==> src/rtl/sseg_pkg.sv <==
// Shared definitions for the seven-segment scan driver.
//   SSEG_TABLE   : hex digit -> active-low cathodes {a,b,c,d,e,f,g}
//   SSEG_BLANK   : all cathodes off
//   scan_state_e : per-slot phase, BLANK (guard interval) or DRIVE
package sseg_pkg;

  localparam logic [6:0] SSEG_BLANK = 7'b1111111;

  localparam logic [6:0] SSEG_TABLE [16] = '{
    7'b0000001,  // 0
    7'b1001111,  // 1
    7'b0010010,  // 2
    7'b0000110,  // 3
    7'b1001100,  // 4
    7'b0100100,  // 5
    7'b0100000,  // 6
    7'b0001111,  // 7
    7'b0000000,  // 8
    7'b0000100,  // 9
    7'b0001000,  // A
    7'b1100000,  // b
    7'b0110001,  // C
    7'b1000010,  // d
    7'b0110000,  // E
    7'b0111000   // F
  };

  typedef enum logic {
    BLANK = 1'b0,
    DRIVE = 1'b1
  } scan_state_e;

endpackage

==> src/rtl/hex_to_sseg.sv <==
// Combinational hex-to-seven-segment decoder.
//   nibble : 4-bit hex value
//   seg    : active-low cathodes {a,b,c,d,e,f,g}
module hex_to_sseg
  import sseg_pkg::*;
(
  input  logic [3:0] nibble,
  output logic [6:0] seg
);

  assign seg = SSEG_TABLE[nibble];

endmodule

==> src/rtl/sseg_scan_driver.sv <==
// Time-multiplexed seven-segment driver for NUM_DIGITS digits on one
// segment bus. Each digit owns a slot of REFRESH_DIV cycles: GUARD dark
// cycles (anti-ghosting), then driven. Display data is double buffered so
// a frame never mixes old and new values.
//   CLK, RST   : clock, asynchronous active-high reset
//   data       : nibble i drives digit i (digit 0 rightmost)
//   dp_in      : decimal point request per digit, active-high
//   digit_en   : per-digit enable, 0 keeps that anode off
//   load       : single-cycle strobe; data/dp_in go to the shadow buffer on
//                any edge where load is high (no handshake, never stalls)
//   seg, dp    : active-low cathodes, registered
//   an         : active-low anodes, one low or all high, registered
//   frame_sync : one-cycle pulse after the active buffer is refreshed
// Debug visibility: state_q, cnt_q and idx_q are plain flops for probing.
module sseg_scan_driver
  import sseg_pkg::*;
#(
  parameter int NUM_DIGITS    = 4,
  parameter int REFRESH_DIV   = 50000,
  parameter int GUARD         = 1000,
  parameter int BLANK_LEADING = 1
) (
  input  logic                    CLK,
  input  logic                    RST,
  input  logic [4*NUM_DIGITS-1:0] data,
  input  logic [NUM_DIGITS-1:0]   dp_in,
  input  logic [NUM_DIGITS-1:0]   digit_en,
  input  logic                    load,
  output logic [6:0]              seg,
  output logic                    dp,
  output logic [NUM_DIGITS-1:0]   an,
  output logic                    frame_sync
);

  localparam int CNT_W = (REFRESH_DIV > 1) ? $clog2(REFRESH_DIV) : 1;
  localparam int IDX_W = (NUM_DIGITS > 1) ? $clog2(NUM_DIGITS) : 1;
  localparam logic [CNT_W-1:0] CNT_LAST  = CNT_W'(REFRESH_DIV - 1);
  localparam logic [CNT_W-1:0] GUARD_CNT = CNT_W'(GUARD);
  localparam logic [IDX_W-1:0] IDX_LAST  = IDX_W'(NUM_DIGITS - 1);

  logic [CNT_W-1:0]        cnt_q, cnt_d;
  logic [IDX_W-1:0]        idx_q, idx_d;
  scan_state_e             state_q, state_d;
  logic [4*NUM_DIGITS-1:0] shadow_q, shadow_d, active_q, active_d;
  logic [NUM_DIGITS-1:0]   shadow_dp_q, shadow_dp_d, active_dp_q, active_dp_d;
  logic [NUM_DIGITS-1:0]   an_q, an_d;
  logic [6:0]              seg_q, seg_d;
  logic                    dp_q, dp_d;
  logic                    frame_sync_q, frame_sync_d;

  logic                    slot_wrap, frame_wrap;
  logic                    zero_run;
  logic [NUM_DIGITS-1:0]   suppress;
  logic [3:0]              cur_nib;
  logic                    cur_dp, cur_en, cur_sup, lit;
  logic [6:0]              dec_seg;

  // Counter, digit index, FSM and buffers.
  always_comb begin
    slot_wrap  = (cnt_q == CNT_LAST);
    frame_wrap = slot_wrap && (idx_q == IDX_LAST);
    cnt_d      = slot_wrap ? '0 : cnt_q + 1'b1;
    idx_d      = idx_q;
    if (slot_wrap) begin
      idx_d = (idx_q == IDX_LAST) ? '0 : idx_q + 1'b1;
    end
    // State tracks the region of the next counter value, so it lines up
    // with cnt_q: BLANK while cnt_q < GUARD, DRIVE afterwards.
    state_d      = (cnt_d < GUARD_CNT) ? BLANK : DRIVE;
    shadow_d     = load ? data  : shadow_q;
    shadow_dp_d  = load ? dp_in : shadow_dp_q;
    // shadow_d already carries a coincident load, so the new data goes
    // straight to the active buffer on the frame-wrap edge.
    active_d     = frame_wrap ? shadow_d    : active_q;
    active_dp_d  = frame_wrap ? shadow_dp_d : active_dp_q;
    frame_sync_d = frame_wrap;
  end

  // Leading-zero suppression, scanned from the most significant digit down.
  always_comb begin
    zero_run = 1'b1;
    suppress = '0;
    for (int i = NUM_DIGITS - 1; i >= 0; i--) begin
      zero_run = zero_run && (active_q[4*i +: 4] == 4'h0);
      if ((BLANK_LEADING != 0) && (i > 0) && zero_run && !active_dp_q[i]) begin
        suppress[i] = 1'b1;
      end
    end
  end

  // Select the digit being scanned.
  always_comb begin
    cur_nib = 4'h0;
    cur_dp  = 1'b0;
    cur_en  = 1'b0;
    cur_sup = 1'b0;
    for (int i = 0; i < NUM_DIGITS; i++) begin
      if (idx_q == IDX_W'(i)) begin
        cur_nib = active_q[4*i +: 4];
        cur_dp  = active_dp_q[i];
        cur_en  = digit_en[i];
        cur_sup = suppress[i];
      end
    end
  end

  hex_to_sseg u_dec (
    .nibble (cur_nib),
    .seg    (dec_seg)
  );

  // Next output values, computed from pre-edge state.
  always_comb begin
    lit   = (state_q == DRIVE) && cur_en && !cur_sup;
    an_d  = '1;
    seg_d = SSEG_BLANK;
    dp_d  = 1'b1;
    if (lit) begin
      for (int i = 0; i < NUM_DIGITS; i++) begin
        an_d[i] = (idx_q != IDX_W'(i));
      end
      seg_d = dec_seg;
      dp_d  = ~cur_dp;
    end
  end

  always_ff @(posedge CLK or posedge RST) begin
    if (RST) begin
      cnt_q        <= '0;
      idx_q        <= '0;
      state_q      <= BLANK;
      shadow_q     <= '0;
      shadow_dp_q  <= '0;
      active_q     <= '0;
      active_dp_q  <= '0;
      an_q         <= '1;
      seg_q        <= SSEG_BLANK;
      dp_q         <= 1'b1;
      frame_sync_q <= 1'b0;
    end else begin
      cnt_q        <= cnt_d;
      idx_q        <= idx_d;
      state_q      <= state_d;
      shadow_q     <= shadow_d;
      shadow_dp_q  <= shadow_dp_d;
      active_q     <= active_d;
      active_dp_q  <= active_dp_d;
      an_q         <= an_d;
      seg_q        <= seg_d;
      dp_q         <= dp_d;
      frame_sync_q <= frame_sync_d;
    end
  end

  assign an         = an_q;
  assign seg        = seg_q;
  assign dp         = dp_q;
  assign frame_sync = frame_sync_q;

endmodule

==> config.mk <==
export PLATFORM = sky130hd
export DESIGN_NAME = sseg_scan_driver
export DESIGN_NICKNAME = d
export VERILOG_FILES = /design/src/rtl/sseg_pkg.sv /design/src/rtl/hex_to_sseg.sv /design/src/rtl/sseg_scan_driver.sv
export SDC_FILE = /design/constraint.sdc
export NUM_CORES = 1
export LEC_CHECK = 0
export ABC_AREA = 1
export CAP_MARGIN = 20
export CORE_UTILIZATION = 55
export CTS_BUF_LIST = sky130_fd_sc_hd__clkbuf_8
export DETAILED_ROUTE_END_ITERATION = 12
export PLACE_DENSITY_LB_ADDON = 0.25
export SYNTH_ARGS = -nofsm -noshare
export SYNTH_HDL_FRONTEND = slang
export SYNTH_HIERARCHICAL = 1
export SYNTH_SLANG_ARGS = --single-unit
==> constraint.sdc <==
create_clock -name CLK -period 3.14 [get_ports CLK]
set_input_delay 0.628 -clock CLK [delete_from_list [all_inputs] [get_ports CLK]]
set_output_delay 0.628 -clock CLK [all_outputs]
set_load 0.01 [all_outputs]
==> metrics.txt <==
status=complete, no violations; skew final=10.8 ps; GRT busiest layer=met2; hold wc startpoint=shadow_q[5]; ys flop type=dfrtp_1; Peak supply drop=0.000281 V; Max Fanout on Critical Path=9; Worst Path Required=3400 ps; CP startpoint kind=flop; Slew headroom=58.1%; grt met3 use=4.15%; Detailed Route Iter0 Violations=216; routed vias=3117; Multi-input gate area=1570 um^2; RD Place Congestion=0.954; Post-Syn Area per Cell=7.79 um^2; share of cells above drive strength 1=10.8%; largest net degree at the start of global routing=43; top-count cell post-synth=nand2_1; Synth area leaders=dfrtp_1 41%, nand2_1 20%, dfstp_2 8.6%, inv_1 4.5%, ha_1 4.1%; CTS H-tree lvls=3; power density cells=414 nW/um^2; WS Path Type=reg2reg; DRC Markers=0; vias in the first global route=2954; yosys warns=6; Max-Cap Viols=0; # diodes=0; FP Rows=29; fill count=528; HP Class=reg2reg; final setup fails=0; Yosys top cell by area=dfrtp_1; ys async rst share=100%; Die Ht=83.8 um; setup bufs post-CTS=0; RSZ-0062 raised after global routing=no; fmax=416 MHz; Seq/Total Area, Yosys=49.4%; drt total wl=7.47 mm; post-route ant nets=0; CTS Sinks=72; Clock Latency Late Sink=350 ps; Congestion Overflow GR=0; final-report max-slew violation count=0; Worst-Margin Slew=628 ps; CTS Buffer Depth=2; FF-to-FF Start=idx_q[0]; cts repair resizes=0; first-pass GRT wire length=13.1 mm; Final Hold Vio Count=0; Num CTS Buffers=9; post-DR wirelength/cell=12.6 um; register area=1820 um^2; combined area of all synthesized cells=3680 um^2; Initial Utilization=57.6%; clock root cell=clkbuf_8; number of flops mapped to enable cells by yosys=0; Pre-antenna DRT Iters=5; CTS tree=done; Tcrit/Tclk final=76.5%; fin util=67.9%; CORE AREA=6390 um^2; gr usage total=23.5%; DPL Wire Length=5.48 mm; # hold bufs at CTS=0; CP endpoint kind=flop; initial antenna violation count=0; met2 usage=36.1%; Yosys cell types=32; minimum clock period=2400 ps; drt via density=5.24; Die W=83.8 um; setup TNS=0 ps; clk slew on worst S/H paths=80 ps; P&R area growth vs syn=17.8%; Critical Path AT=2660 ps; Cells after Synth=472; Leakage Power=0.00219 uW; Synthesized Nets=511; Critical Path Start=idx_q[0]; Synth top area share=40.8%; FF+latch count, synth=72; IO Pins=40; Die ar.=7020 um^2; Layout Nets=552; grt met1 use=32.2%; Commonest cells post-synth=195 x nand2_1, 60 x dfrtp_1, 44 x inv_1; overall power=1800 uW; Buffers on Ports=39
==> state kept, by name, summed over array words and instances, names as in the netlist <==
signal       count
seg              7
frame_sync       1
cnt_q           16
an               4
active_q        16
state_q          1
shadow_dp_q      4
active_dp_q      4
dp               1
idx_q            2
shadow_q        16
==> cell usage in the layout, fill, tap and decap left out <==
cell and count:
nor2_1 30, nand4_1 19, nor2_2 4, nand2_1 195, a21oi_1 7, bufinv_16 1
clkdlybuf4s50_1 39, o21ai_1 2, xor2_1 4, inv_1 43, or2_2 1, clkinvlp_4 1
nand3_2 1, buf_4 5, inv_4 1, nand3_1 25, ha_1 12, buf_12 1
o21ai_0 15, o211ai_1 2, dfrtp_1 60, nor2_4 3, o21a_1 1, inv_6 2
nor3_1 4, clkinv_4 2, o31ai_1 1, inv_2 7, clkinv_2 2, dfstp_2 12
nand2_2 3, o21bai_1 1, o31a_1 1, clkbuf_8 9, nand2_4 1, a21boi_0 1
==> kinds of logic (layout without fill, tap and decap cells) <==
| family | count (synthesis) | count (layout) | share of synthesized area, % |
|---|---|---|---|
| DFF | 72 | 72 | 49.4 |
| xor gates and xnor gates | 4 | 4 | 0.952 |
| buffers and inverters | 67 | 113 | 7.86 |
| adders and majority gates | 12 | 12 | 4.08 |
| and+or+nand+nor | 286 | 286 | 33.0 |
| AOI/OAI and AO/OA | 31 | 31 | 4.73 |
==> routing by layer <==
layer	routed length, um	vias up
met1	3540	1439
met5	0	-
met3	349	18
met2	3420	102
li1	-	1558
met4	160	0
==> final timing paths <==
| check | depth (start not counted) | to | slack (ps) |
|---|---|---|---|
| max | 14 | seg[3] | 740 |
| min | 2 | shadow_q[5] | 480 |
| max reg2reg | 14 | seg[3] | 740 |
| min reg2reg | 2 | shadow_q[5] | 480 |
| max in group asynchronous | 3 | cnt_q[14] | 1830 |
| min in group asynchronous | 2 | cnt_q[2] | 670 |
==> layout make-up <==
type | count | area share, %
Sequential cell | 72 | 41.9
Clock buffer | 9 | 2.86
Timing Repair Buffer | 45 | 10.3
Multi-Input combinational cell | 333 | 36.3
Tap cell | 77 | 2.22
Clock inverter | 7 | 1.79
Inverter | 52 | 4.59
==> critical path, stage by stage (launching register included) <==
cell     delay [ps]
dfrtp_1         410
inv_1           130
ha_1            350
inv_1           170
nand2_1         100
a21oi_1          50
o31ai_1         230
buf_4           190
inv_1            90
ha_1            310
nand2_1          50
nand3_1          70
nand2_1          50
inv_1            40
nand4_1          80
==> stage by stage <==
step	area, um^2	cells	hold slack (ps)	worst slack (ps)
after detailed placement	4130	579	458	783
after CTS	4330	595	483	762
after floorplan	3680	472	438	707
after global routing	4330	595	501	456
after global placement	4130	579	455	943
final	4330	595	479	738
==> report_power, final <==
part | leakage (uW) | total [uW] | internal (uW) | switching, uW
logic | 0.00128 | 94.1 | 42.8 | 51.2
clock network | 0.000100 | 746 | 373 | 372
registers | 0.000810 | 956 | 950 | 6.54
Note: power is estimated with default switching activity, not from simulation.
